### config.mk
export PLATFORM = sky130hd
export DESIGN_NAME = csa_operand_sequencer
export DESIGN_NICKNAME = d
export VERILOG_FILES = /design/src/rtl/csa_seq_pkg.sv /design/src/rtl/csa_operand_sequencer.sv
export SDC_FILE = /design/constraint.sdc
export NUM_CORES = 1
export LEC_CHECK = 0
export CORE_MARGIN = 8
export CORE_UTILIZATION = 49
export CTS_CLUSTER_DIAMETER = 50
export DETAILED_ROUTE_END_ITERATION = 10
export PLACE_DENSITY = 0.83
export SYNTH_ARGS = -nofsm -noshare
export SYNTH_HDL_FRONTEND = slang
export SYNTH_SLANG_ARGS = --single-unit
### constraint.sdc
create_clock -name clk -period 3.42 [get_ports clk]
set_input_delay 0.684 -clock clk [delete_from_list [all_inputs] [get_ports clk]]
set_output_delay 0.684 -clock clk [all_outputs]
set_load 0.005 [all_outputs]
### src/rtl/csa_seq_pkg.sv
// Shared types and sizing helpers for the carry-save operand sequencer.
package csa_seq_pkg;

  localparam int WIDTH_DEF = 4;

  typedef enum logic [1:0] {
    FILL = 2'd0,
    EVAL = 2'd1,
    OUT  = 2'd2
  } state_t;

  // {cout, sum} from a three-operand add of w-bit values.
  function automatic int res_w(input int w);
    return w + 2;
  endfunction

endpackage

### src/rtl/csa_operand_sequencer.sv
// Groups streamed operands in threes for an external three-operand adder and
// registers the adder's {cout, sum} into a valid/ready result port.
module csa_operand_sequencer
  import csa_seq_pkg::*;
#(
  parameter int WIDTH = WIDTH_DEF,
  localparam int RES_W = res_w(WIDTH)
) (
  input  logic             clk,
  input  logic             rst,
  input  logic             in_valid,
  output logic             in_ready,
  input  logic [WIDTH-1:0] in_data,
  input  logic             flush,
  output logic [WIDTH-1:0] op_a,
  output logic [WIDTH-1:0] op_b,
  output logic [WIDTH-1:0] op_c,
  input  logic [WIDTH:0]   sum_in,
  input  logic             cout_in,
  output logic             out_valid,
  input  logic             out_ready,
  output logic [RES_W-1:0] out_data,
  output logic [1:0]       out_count,
  output logic             out_partial
);

  state_t           state;
  state_t           state_next;
  logic [1:0]       cnt;
  logic [WIDTH-1:0] slot_a;
  logic [WIDTH-1:0] slot_b;
  logic [WIDTH-1:0] slot_c;
  logic             accept;
  logic             fill_done;
  logic             close_group;

  assign in_ready  = (state == FILL) && !rst;
  assign out_valid = (state == OUT);
  assign accept    = in_valid && in_ready;
  assign op_a      = slot_a;
  assign op_b      = slot_b;
  assign op_c      = slot_c;

  always_ff @(posedge clk or posedge rst) begin
    if (rst) state <= FILL;
    else     state <= state_next;
  end

  always_comb begin
    state_next  = state;
    fill_done   = 1'b0;
    close_group = 1'b0;
    case (state)
      FILL: begin
        fill_done   = accept && (cnt == 2'd2);
        // A flush on an empty group only closes it if an operand arrives with it.
        close_group = fill_done || (flush && ((cnt != 2'd0) || accept));
        if (close_group) state_next = EVAL;
      end
      EVAL: state_next = OUT;
      OUT: if (out_ready) state_next = FILL;
      default: state_next = FILL;
    endcase
  end

  // Slots are cleared when a result is consumed, so unfilled slots of a
  // flushed group are already zero when the adder sees them.
  always_ff @(posedge clk or posedge rst) begin
    if (rst) begin
      cnt         <= 2'd0;
      slot_a      <= '0;
      slot_b      <= '0;
      slot_c      <= '0;
      out_data    <= '0;
      out_count   <= 2'd0;
      out_partial <= 1'b0;
    end else begin
      case (state)
        FILL: begin
          if (accept) begin
            case (cnt)
              2'd0:    slot_a <= in_data;
              2'd1:    slot_b <= in_data;
              default: slot_c <= in_data;
            endcase
            cnt <= cnt + 2'd1;
          end
          if (close_group) begin
            out_count   <= cnt + {1'b0, accept};
            out_partial <= !fill_done;
          end
        end
        EVAL: out_data <= {cout_in, sum_in};
        OUT: begin
          if (out_ready) begin
            cnt    <= 2'd0;
            slot_a <= '0;
            slot_b <= '0;
            slot_c <= '0;
          end
        end
        default: cnt <= 2'd0;
      endcase
    end
  end

endmodule

* After elaboration in Yosys (flattened, before gate mapping)
Index checks and enable logic that the tools add are counted.
Operators by class: reduce and logical (&&, ||, !) cells 19, eq/ne operators 10, bitwise operators 1, add/subtract/negate cells 2, mux-type cells 17
Operators by type and width (number):
- 4-bit 2-to-1 mux | 7
- 4-bit one-hot mux with 2 select lines | 3
- 2-bit one-hot mux with 3 select lines | 2
- 4-bit AND reduction | 3
- 2-bit by 1-bit != test with 1-bit output (second input constant) | 4
- 2-bit 2-to-1 mux | 3
- 2-bit by 1-bit equality test with 1-bit output (second input constant) | 2
- 2-bit equality test (second input constant) | 2
- 1-bit logical AND | 4
- 2-bit logical NOT | 2
- 2-bit != test (second input constant) | 2
- 2-bit AND reduction | 2
- 2-bit nonzero test | 2
- 3-bit AND reduction | 1
- 2-bit by 1-bit adder with 2-bit output | 1
- 2-bit by 1-bit adder with 2-bit output (second input constant) | 1
- 1-bit logical NOT | 2
- 1-bit logical OR | 2
- 1-bit 2-to-1 mux | 2
- 2-bit OR reduction | 1
- 1-bit inverter | 1
Word-level totals: register bits 25, word-level logic and storage cells 57, output and inout bits 23

* Longest topological paths before layout
Gate-level depths: netlist of run 1.
depth in word-level cells 8, mapped depth 6

* Least setup slack after synthesis of run 1
OpenSTA, ideal clock, no wires.
path kind input -> register, start input rst, end register slot_c[0], in the netlist op_c[0], stages 4, path slack 1.737 ns, arrival 1.559 ns, setup time 0.125 ns, cell sequence nand2b_2 -> o21ai_1 -> and3b_4 -> mux2_2
Between the ends: longest elaborated chain between the ends 5
Ends and longest elaborated chain:
- start: declaration | RTL line csa_operand_sequencer.sv:10 | input logic rst,
- 1-bit logical NOT (no line)
- 1-bit logical AND | RTL line csa_operand_sequencer.sv:37 | assign in_ready = (state == FILL) && !rst;
- 1-bit logical AND | RTL line csa_operand_sequencer.sv:39 | assign accept = in_valid && in_ready;
- 2-bit != test (no line)
- 4-bit AND reduction (no line)
- end signal: assignment | RTL line csa_operand_sequencer.sv:84 | default: slot_c <= in_data;
- end: declaration | RTL line csa_operand_sequencer.sv:32 | logic [WIDTH-1:0] slot_c;
Every way passes these cells. A chain may end at the register's enable or synchronous reset.

* Final worst setup path of run 1
start register state[1], end output in_ready
Between the ends: longest elaborated chain between the ends 2
Ends and longest elaborated chain:
- start: declaration | RTL line csa_operand_sequencer.sv:27 | state_t state;
- start signal: assignment | RTL line csa_operand_sequencer.sv:46 | else state <= state_next;
- 2-bit logical NOT | RTL line csa_operand_sequencer.sv:37
- 1-bit logical AND | RTL line csa_operand_sequencer.sv:37
- end: declaration | RTL line csa_operand_sequencer.sv:12 | output logic in_ready,
Every way passes these cells.

==> results.json, run 1 <==
{
  "status": "finished clean",
  "cts_tree": "done",
  "die_w_microns": 66.5,
  "postCtsSetupBuffers": 0,
  "drive_gt1_frac": 0.112,
  "area_growth_pct": 32.8,
  "drtIter0Drc": 42,
  "max_freq_mhz": 395,
  "ys_seq_area_frac": 0.500,
  "cts.sinks": 25,
  "root_buffer": "clkbuf_4",
  "hp-class": "reg -> reg",
  "min_path_cells": 2,
  "r2r_cells": 5,
  "die-area_sq_mm": 0.00443,
  "start_util": 0.510,
  "worstPathArrival_ns": 1.85,
  "final_cell_mix": "clkdlybuf4s50_1 (37), nand2_1 (25), dfrtp_1 (25)",
  "maxCapViolations": 0,
  "power_mw": 1.34,
  "slew_headroom": 0.386,
  "grt_max_degree": 26,
  "holdPathEnd": "out_data[1]",
  "antennaDiodeCount": 0,
  "dp_hpwl_microns": 2220,
  "power_density_mw_per_mm2": 808,
  "numPortBuffers": 37,
  "pin_count": 38,
  "dr.pass1.iters": 4,
  "post-route-min-period_ns": 2.53,
  "maxSlewViolCount": 0,
  "postRouteAntennaNets": 0,
  "drc": 0,
  "cts_htree_levels": 1,
  "finalCritPeriodShare": 0.741,
  "yosysWarnings": 0,
  "synth.largest_area_cell": "dfrtp_1",
  "postCtsResizedCells": 0,
  "r2r-start": "cnt[0]",
  "coreArea_sq_mm": 0.00245,
  "setup-violations-final": 0,
  "min-delay-start": "out_data[1]",
  "rsz0062_at_grt": "false",
  "cts.hold.buffers_added": 0,
  "multi_input_area_sq_um": 583,
  "clk_latency_ns": 0.31,
  "finalHoldViolations": 0,
  "reg2reg_to": "op_c[1]",
  "fin_skew_ns": 0.00468,
  "clk_path_buf_depth": 2,
  "synthTopCellsByArea": "dfrtp_1 (50%), nand2_1 (7.5%), mux2_2 (4.5%)",
  "start_kind": "flip-flop",
  "avgSynthCellArea_sq_um": 11.0,
  "grt-ovfl-total": 0,
  "yosysUniqueCellTypes": 37,
  "clkTransAtPathRegs_ns": 0.13,
  "grt_pass1_vias": 1089,
  "cp_data_required_time_ns": 2.74,
  "wl_per_cell_microns": 15.8,
  "vias_per_cell": 5.44,
  "crit_path_max_fanout": 15,
  "startpoint": "state[1]",
  "tns_ns": 0,
  "gp_congestion": 0.837,
  "routed_wl_microns": 2880,
  "grt_usage": 0.143,
  "antenna_found_initial": 0,
  "yosysTopAreaCellShare": 0.500,
  "peakVddDrop_mv": 0.532,
  "layout_commonest_cell": "clkdlybuf4s50_1",
  "leakagePower_nw": 0.739,
  "syn-num-nets": 132,
  "reg2reg_slack_ns": 1.69,
  "fillers": 202,
  "synth_cells": 114,
  "grt_pass1_wl_microns": 5020,
  "worstMarginPinSlew_ns": 0.920,
  "seqCellArea_sq_um": 626,
  "num_vias": 990,
  "netlist_area_sq_mm": 0.00125,
  "numCtsBuffers": 3,
  "crit_path_end_kind": "primary output",
  "final_nets": 171,
  "crit_type": "reg -> out",
  "rows": 18,
  "die_h_microns": 66.5,
  "ys_ff_latch": 25
}
==> per-stage QoR <==
stage	std cells	setup slack (ns)	area, sq um	utilization	hold slack, ns
2_1_floorplan	114	1.74	1250	-	0.469
5_1_grt	182	0.767	1660	0.677	0.522
4_1_cts	182	0.873	1660	0.677	0.499
6_report	182	0.887	1660	0.677	0.492
3_3_place_gp	178	0.953	1640	0.666	0.458
3_5_place_dp	178	0.944	1640	0.666	0.466
==> flip-flops by register name (all words and copies together), names as in the netlist <==
signal	count
out_partial	1
out_data	6
op_c	4
cnt	2
out_count	2
state	2
op_b	4
op_a	4
==> worst max path at each step <==
stage	end	slack, ns	cells after the start
2_1_floorplan	op_c[0]	1.74	4
3_3_place_gp	in_ready	0.95	3
3_5_place_dp	in_ready	0.94	3
4_1_cts	out_valid	0.87	3
5_1_grt	out_valid	0.77	3
6_report	in_ready	0.89	3
==> layer usage <==
metal | part of all wire | global-route usage | wire, microns | vias up
met3 | 0.078 | 0.0436 | 226 | 2
met2 | 0.48 | 0.232 | 1370 | 28
li1 | - | - | - | 469
met1 | 0.44 | 0.181 | 1260 | 491
met4 | 0.0063 | 0.0347 | 18 | 0
met5 | 0 | 0 | 0 | -
==> cell usage after synthesis <==
library cell	count
and2_1	4
and2b_2	1
inv_1	5
nand2b_2	1
nor4_4	1
nand3_1	2
xnor2_1	1
a32o_1	1
o211a_1	1
nand2_1	25
and3b_1	1
mux2_2	5
o21ai_1	6
mux2_1	4
o31ai_1	1
nor2b_1	1
nor2_1	2
or4_1	1
nor2_2	2
and3b_4	1
a21o_1	1
buf_4	1
nand4bb_4	1
o21bai_1	1
o21ai_0	1
mux2i_1	1
buf_6	1
o221ai_1	1
nand3b_2	1
or2_1	1
a31oi_1	2
a22oi_1	4
buf_2	1
nand2b_1	2
ha_1	3
dfrtp_1	25
a21oi_4	1
==> critical path, stage by stage (launching register included) <==
cell             delay [ns]
dfrtp_1                0.59
or2_1                  0.36
nor2_1                 0.10
clkdlybuf4s50_1        0.50
==> kinds of logic after synthesis <==
kind of cell / after synthesis / synth area share
compound gates: 20 / 0.116
xor+xnor: 1 / 0.00700
fa+ha+maj: 3 / 0.0300
buf+inv: 8 / 0.0340
flops: 25 / 0.500
mux: 10 / 0.0890
simple gates: 47 / 0.224
==> power by group <==
part	leakage (nW)	internal (mW)	switching [mW]
clock	0.0150	0.0455	0.0823
combinational	0.422	0.403	0.268
sequential	0.302	0.432	0.112
total	0.739	0.881	0.462
==> final cells by class <==
type,instances,area share
sequential,25,0.377
multi-input combinational,81,0.351
tap,30,0.0226
timing repair buffer,37,0.223
clock buffer,4,0.0158
inverter,5,0.0113
(Power assumes the default switching activity.)
==> run 2: changes to the inputs <==
--- a/config.mk
+++ b/config.mk
@@ -6,10 +6,10 @@
 export NUM_CORES = 1
 export LEC_CHECK = 0
 export CORE_MARGIN = 8
-export CORE_UTILIZATION = 49
+export CORE_UTILIZATION = 46
 export CTS_CLUSTER_DIAMETER = 50
 export DETAILED_ROUTE_END_ITERATION = 10
-export PLACE_DENSITY = 0.83
+export PLACE_DENSITY = 0.79
 export SYNTH_ARGS = -nofsm -noshare
 export SYNTH_HDL_FRONTEND = slang
 export SYNTH_SLANG_ARGS = --single-unit
==> constraint.sdc (replaced) <==
create_clock -name clk -period 2.6 [get_ports clk]
set_input_delay 0.52 -clock clk [delete_from_list [all_inputs] [get_ports clk]]
set_output_delay 0.52 -clock clk [all_outputs]
set_load 0.005 [all_outputs]
==> run 2 against run 1 <==
Effect of this change: worst setup slack got worse by 0.67 ns; wire length fell by 0.42%; register-to-register slack got worse by 0.82 ns; largest power group unchanged; flip-flop and latch count did not move.
==> results.json, run 2 (synthesis gave the netlist of run 1 again) <==
{
  "drive_gt1_frac": 0.124,
  "crit_path_end_kind": "primary output",
  "peakVddDrop_mv": 0.753,
  "die_h_microns": 68.2,
  "routed_wl_microns": 2870,
  "root_buffer": "clkbuf_4",
  "layout_commonest_cell": "clkdlybuf4s50_1",
  "cp_data_required_time_ns": 2.08,
  "numCtsBuffers": 3,
  "dr.pass1.iters": 4,
  "holdWs_ns": 0.498,
  "hp-class": "reg -> reg",
  "reg2reg_slack_ns": 0.87,
  "drc": 0,
  "coreArea_sq_mm": 0.00266,
  "worstMarginPinSlew_ns": 0.490,
  "final_cell_mix": "clkdlybuf4s50_1 (37), nand2_1 (25), dfrtp_1 (25)",
  "final_nets": 172,
  "max_freq_mhz": 420,
  "gp_congestion": 0.835,
  "leakagePower_nw": 0.746,
  "drtIter0Drc": 54,
  "rsz0062_at_grt": "false",
  "dp_hpwl_microns": 2200,
  "grt_usage": 0.133,
  "crit_path_max_fanout": 15,
  "tns_ns": 0,
  "area_growth_pct": 33.6,
  "holdPathEnd": "out_data[1]",
  "cts.hold.buffers_added": 0,
  "min-delay-start": "out_data[1]",
  "r2r-start": "cnt[0]",
  "wl_per_cell_microns": 15.6,
  "power.switching_mw": 0.615,
  "grt_max_degree": 26,
  "r2r_cells": 5,
  "slew_headroom": 0.674,
  "postCtsResizedCells": 0,
  "maxSlewViolCount": 0,
  "startpoint": "state[1]",
  "grt_pass1_wl_microns": 4730,
  "start_kind": "flip-flop",
  "power_frac_comb": 0.504,
  "power_density_mw_per_mm2": 1060,
  "crit_slowest_cell": "dfrtp_1",
  "cts.sinks": 25,
  "fin_skew_ns": 0.00790,
  "clkTransAtPathRegs_ns": 0.13,
  "postCtsSetupBuffers": 0,
  "grt_pass1_vias": 1016,
  "rows": 19,
  "worstPathArrival_ns": 1.86,
  "p_int_mw": 1.16,
  "postRouteAntennaNets": 0,
  "antenna_found_initial": 0,
  "start_util": 0.470,
  "post-route-min-period_ns": 2.38,
  "crit_type": "reg -> out",
  "cts_tree": "done",
  "numPortBuffers": 37,
  "min_path_cells": 2,
  "worstPathCellList": "nand2b_1 -> inv_1 -> clkdlybuf4s50_1",
  "switching_share": 0.346,
  "status": "finished clean",
  "die-area_sq_mm": 0.00465,
  "antennaDiodeCount": 0,
  "max_stage_delay_ns": 0.67,
  "grt-ovfl-total": 0,
  "largest-register": "out_data",
  "largest_register_ffs": 6,
  "p_clk_frac": 0.096,
  "finalHoldViolations": 0,
  "cts_htree_levels": 1,
  "setup-violations-final": 0,
  "pin_count": 38,
  "clk_path_buf_depth": 2,
  "die_w_microns": 68.2,
  "finalCritPeriodShare": 0.916,
  "reg2reg_to": "op_c[3]",
  "num_vias": 966,
  "vias_per_cell": 5.25,
  "p_seq_frac": 0.400,
  "maxCapViolations": 0,
  "clk_latency_ns": 0.32
}
-- run 2: final cells by class --
| type | instances | area (sq um) |
|---|---|---|
| clock buffers | 3 | 22.5 |
| clock inverters | 1 | 5.00 |
| fillers | 233 | 991 |
| inverters | 5 | 18.8 |
| multi-input cells | 81 | 583 |
| flip-flops and latches | 25 | 626 |
| well taps | 31 | 38.8 |
| repair buffers | 38 | 378 |
-- run 2: worst max-delay path by stage --
stage	endpoint	slack (ns)	depth (start not counted)
floorplan	op_c[0]	1.04	5
global placement	in_ready	0.46	3
detailed placement	op_b[3]	0.43	5
CTS	out_valid	0.21	3
global route	out_valid	0.07	3
finish	out_valid	0.22	3
-- run 2: stage by stage --
step	std cells	total power [mW]	util	instance area (sq um)	worst slack (ns)
global placement	180	1.59	0.617	1640	0.461
finish	184	1.77	0.628	1670	0.218
CTS	184	1.80	0.628	1670	0.213
global route	184	1.92	0.628	1670	0.0718
detailed placement	180	1.62	0.617	1640	0.427
floorplan	114	1.16	-	1250	1.04
-- run 2: critical path, delay by kind of cell, from the launching register on --
kind | cells | cell delay (ns)
buffers and inverters | 2 | 0.60
DFF | 1 | 0.67
and+or+nand+nor | 1 | 0.26
-- run 2: routing by layer --
metal	global-route usage	vias to the layer above	share of wire
met1	0.168	462	0.44
met3	0.0409	4	0.069
met4	0.0486	0	0.011
met2	0.210	29	0.48
li1	-	471	-
met5	0	-	0
-- run 2: power by group through the flow --
stage	Combinational, mW	Sequential [mW]	Clock, mW
3_3_place_gp	0.873	0.713	0
6_report	0.894	0.710	0.170
5_1_grt	0.984	0.741	0.194
4_1_cts	0.904	0.714	0.179
3_5_place_dp	0.897	0.721	0
2_1_floorplan	0.470	0.692	0
==> run 3: changes to the inputs <==
--- a/config.mk
+++ b/config.mk
@@ -5,11 +5,14 @@
 export SDC_FILE = /design/constraint.sdc
 export NUM_CORES = 1
 export LEC_CHECK = 0
+export CORE_ASPECT_RATIO = 1.1
 export CORE_MARGIN = 8
 export CORE_UTILIZATION = 46
 export CTS_CLUSTER_DIAMETER = 50
 export DETAILED_ROUTE_END_ITERATION = 10
+export GPL_ROUTABILITY_DRIVEN = 0
 export PLACE_DENSITY = 0.79
+export SKIP_LAST_GASP = 1
 export SYNTH_ARGS = -nofsm -noshare
 export SYNTH_HDL_FRONTEND = slang
 export SYNTH_SLANG_ARGS = --single-unit
==> run 3 against run 2 <==
Effect of this change: final cell count increased by 1.1%; final area increased by 0.30%; sequential power increased by 1%; first-iteration DRC count decreased by 24%; worst hold slack improved by 0.0059 ns; sequential share of layout area decreased by 0.11 points; wire length decreased by 2.7%; combinational power decreased by 0.9%; global-route usage decreased by 0.76 points; critical path depth unchanged; maximum frequency about the same; largest cell class unchanged; largest power group unchanged.
==> results.json, run 3 (synthesis gave the netlist of run 1 again) <==
{
  "status": "finished clean",
  "drive_gt1_frac": 0.124,
  "max_stage_delay_ns": 0.59,
  "worstPathCellList": "or2_1 -> nor2_1 -> clkdlybuf4s50_1",
  "power.switching_mw": 0.616,
  "die_w_microns": 65.7,
  "grt-ovfl-total": 0,
  "finalNonFillerCells": 186,
  "fin_skew_ns": 0.00171,
  "grt_usage": 0.126,
  "clk_path_buf_depth": 2,
  "wl_per_cell_microns": 15.0,
  "maxSlewViolCount": 0,
  "cp_data_required_time_ns": 2.08,
  "grt_max_degree": 18,
  "drtIter0Drc": 41,
  "cts_htree_levels": 1,
  "numCtsBuffers": 3,
  "cts_tree": "done",
  "grt_pass1_vias": 1101,
  "startpoint": "state[1]",
  "p_int_mw": 1.16,
  "final_cell_mix": "clkdlybuf4s50_1 (37), nand2_1 (25), dfrtp_1 (25)",
  "hp-class": "reg -> reg",
  "numPortBuffers": 37,
  "postCtsSetupBuffers": 0,
  "switching_share": 0.347,
  "crit_slowest_cell": "dfrtp_1",
  "grt_pass1_wl_microns": 4820,
  "final_nets": 172,
  "drc": 0,
  "vias_per_cell": 5.12,
  "setup-violations-final": 0,
  "start_kind": "flip-flop",
  "power_frac_comb": 0.499,
  "antenna_found_initial": 0,
  "root_buffer": "clkbuf_4",
  "rsz0062_at_grt": "false",
  "clkTransAtPathRegs_ns": 0.13,
  "worstPathArrival_ns": 1.86,
  "routed_wl_microns": 2790,
  "r2r-start": "cnt[0]",
  "die-area_sq_mm": 0.00465,
  "postLayoutCoreUtil": 0.626,
  "crit_type": "reg -> out",
  "leakagePower_nw": 0.742,
  "rows": 20,
  "p_clk_frac": 0.097,
  "post-route-min-period_ns": 2.38,
  "p_seq_frac": 0.404,
  "layout_commonest_cell": "clkdlybuf4s50_1",
  "die_h_microns": 70.7,
  "place_inst": 182,
  "cts.hold.buffers_added": 0,
  "crit_path_end_kind": "primary output",
  "largest-register": "out_data",
  "largest_register_ffs": 6,
  "max_freq_mhz": 420,
  "dr.pass1.iters": 4,
  "place_ws_ns": 0.397,
  "crit_family": "flip-flops",
  "min-delay-start": "op_b[1]",
  "tns_ns": 0,
  "path_buf_inv": 1,
  "finalHoldViolations": 0,
  "power_density_mw_per_mm2": 1060,
  "finalCritPeriodShare": 0.916,
  "antennaDiodeCount": 0,
  "cts.sinks": 25,
  "start_util": 0.467,
  "crit_path_max_fanout": 15,
  "maxCapViolations": 0,
  "dp_hpwl_microns": 2220,
  "setup_slack_ns": 0.219,
  "num_vias": 953,
  "postCtsResizedCells": 0,
  "area_growth_pct": 34.0,
  "postRouteAntennaNets": 0,
  "worstMarginPinSlew_ns": 0.647,
  "pin_count": 38,
  "clk_latency_ns": 0.31,
  "slew_headroom": 0.568,
  "peakVddDrop_mv": 0.672,
  "coreArea_sq_mm": 0.00268
}
==> run 3: changes by cell type in the layout (fill, tap and decap cells not counted), sizes merged <==
cell	before	now
clkinv	1	0
clkinvlp	0	1
==> run 3: cell type report <==
| cell class | count | area, sq um |
|---|---|---|
| clock buffer | 3 | 22.5 |
| sequential | 25 | 626 |
| tap | 33 | 41.3 |
| clock inverter | 1 | 7.51 |
| multi-input combinational | 81 | 583 |
| inverter | 5 | 18.8 |
| fill | 216 | 1000 |
| timing repair buffer | 38 | 378 |
==> run 3: routing by layer <==
metal  vias up  routed length, microns  global-route usage
li1        469                       -                   -
met2        24                    1380               0.215
met5         -                       0                   0
met3         4                     183              0.0427
met1       456                    1200               0.138
met4         0                      27              0.0461
==> run 3: power groups by stage <==
stage,combinational (mW),clock [mW],sequential [mW]
2_1_floorplan,0.470,0,0.692
3_3_place_gp,0.872,0,0.717
3_5_place_dp,0.899,0,0.726
4_1_cts,0.906,0.176,0.718
5_1_grt,0.979,0.198,0.742
6_report,0.886,0.172,0.718
==> run 3: path summary, 6_finish.rpt <==
kind                          endpoint  slack [ns]  cells after the start
setup / recovery              in_ready        0.22                      3
hold / removal                 op_b[1]        0.50                      1
setup reg to reg               op_c[2]        0.87                      5
hold reg to reg                op_b[1]        0.50                      1
max in group asynchronous  out_data[0]        1.32                      3
min in group asynchronous     state[1]        0.71                      2
==> run 3: worst register-to-register path, cell delays in order (launching register included) <==
cell and delay, ns:
dfrtp_1 0.44, inv_1 0.13, ha_1 0.30, o21bai_1 0.17, and3b_4 0.24, mux2_2 0.34
==> run 3: metrics by stage <==
| step | instance area (sq um) | hold slack [ns] | power, mW |
|---|---|---|---|
| after global routing | 1680 | 0.538 | 1.92 |
| after global placement | 1650 | 0.462 | 1.59 |
| after CTS | 1680 | 0.506 | 1.80 |
| final | 1680 | 0.504 | 1.78 |
| after floorplan | 1250 | 0.469 | 1.16 |
| after detailed placement | 1650 | 0.475 | 1.62 |
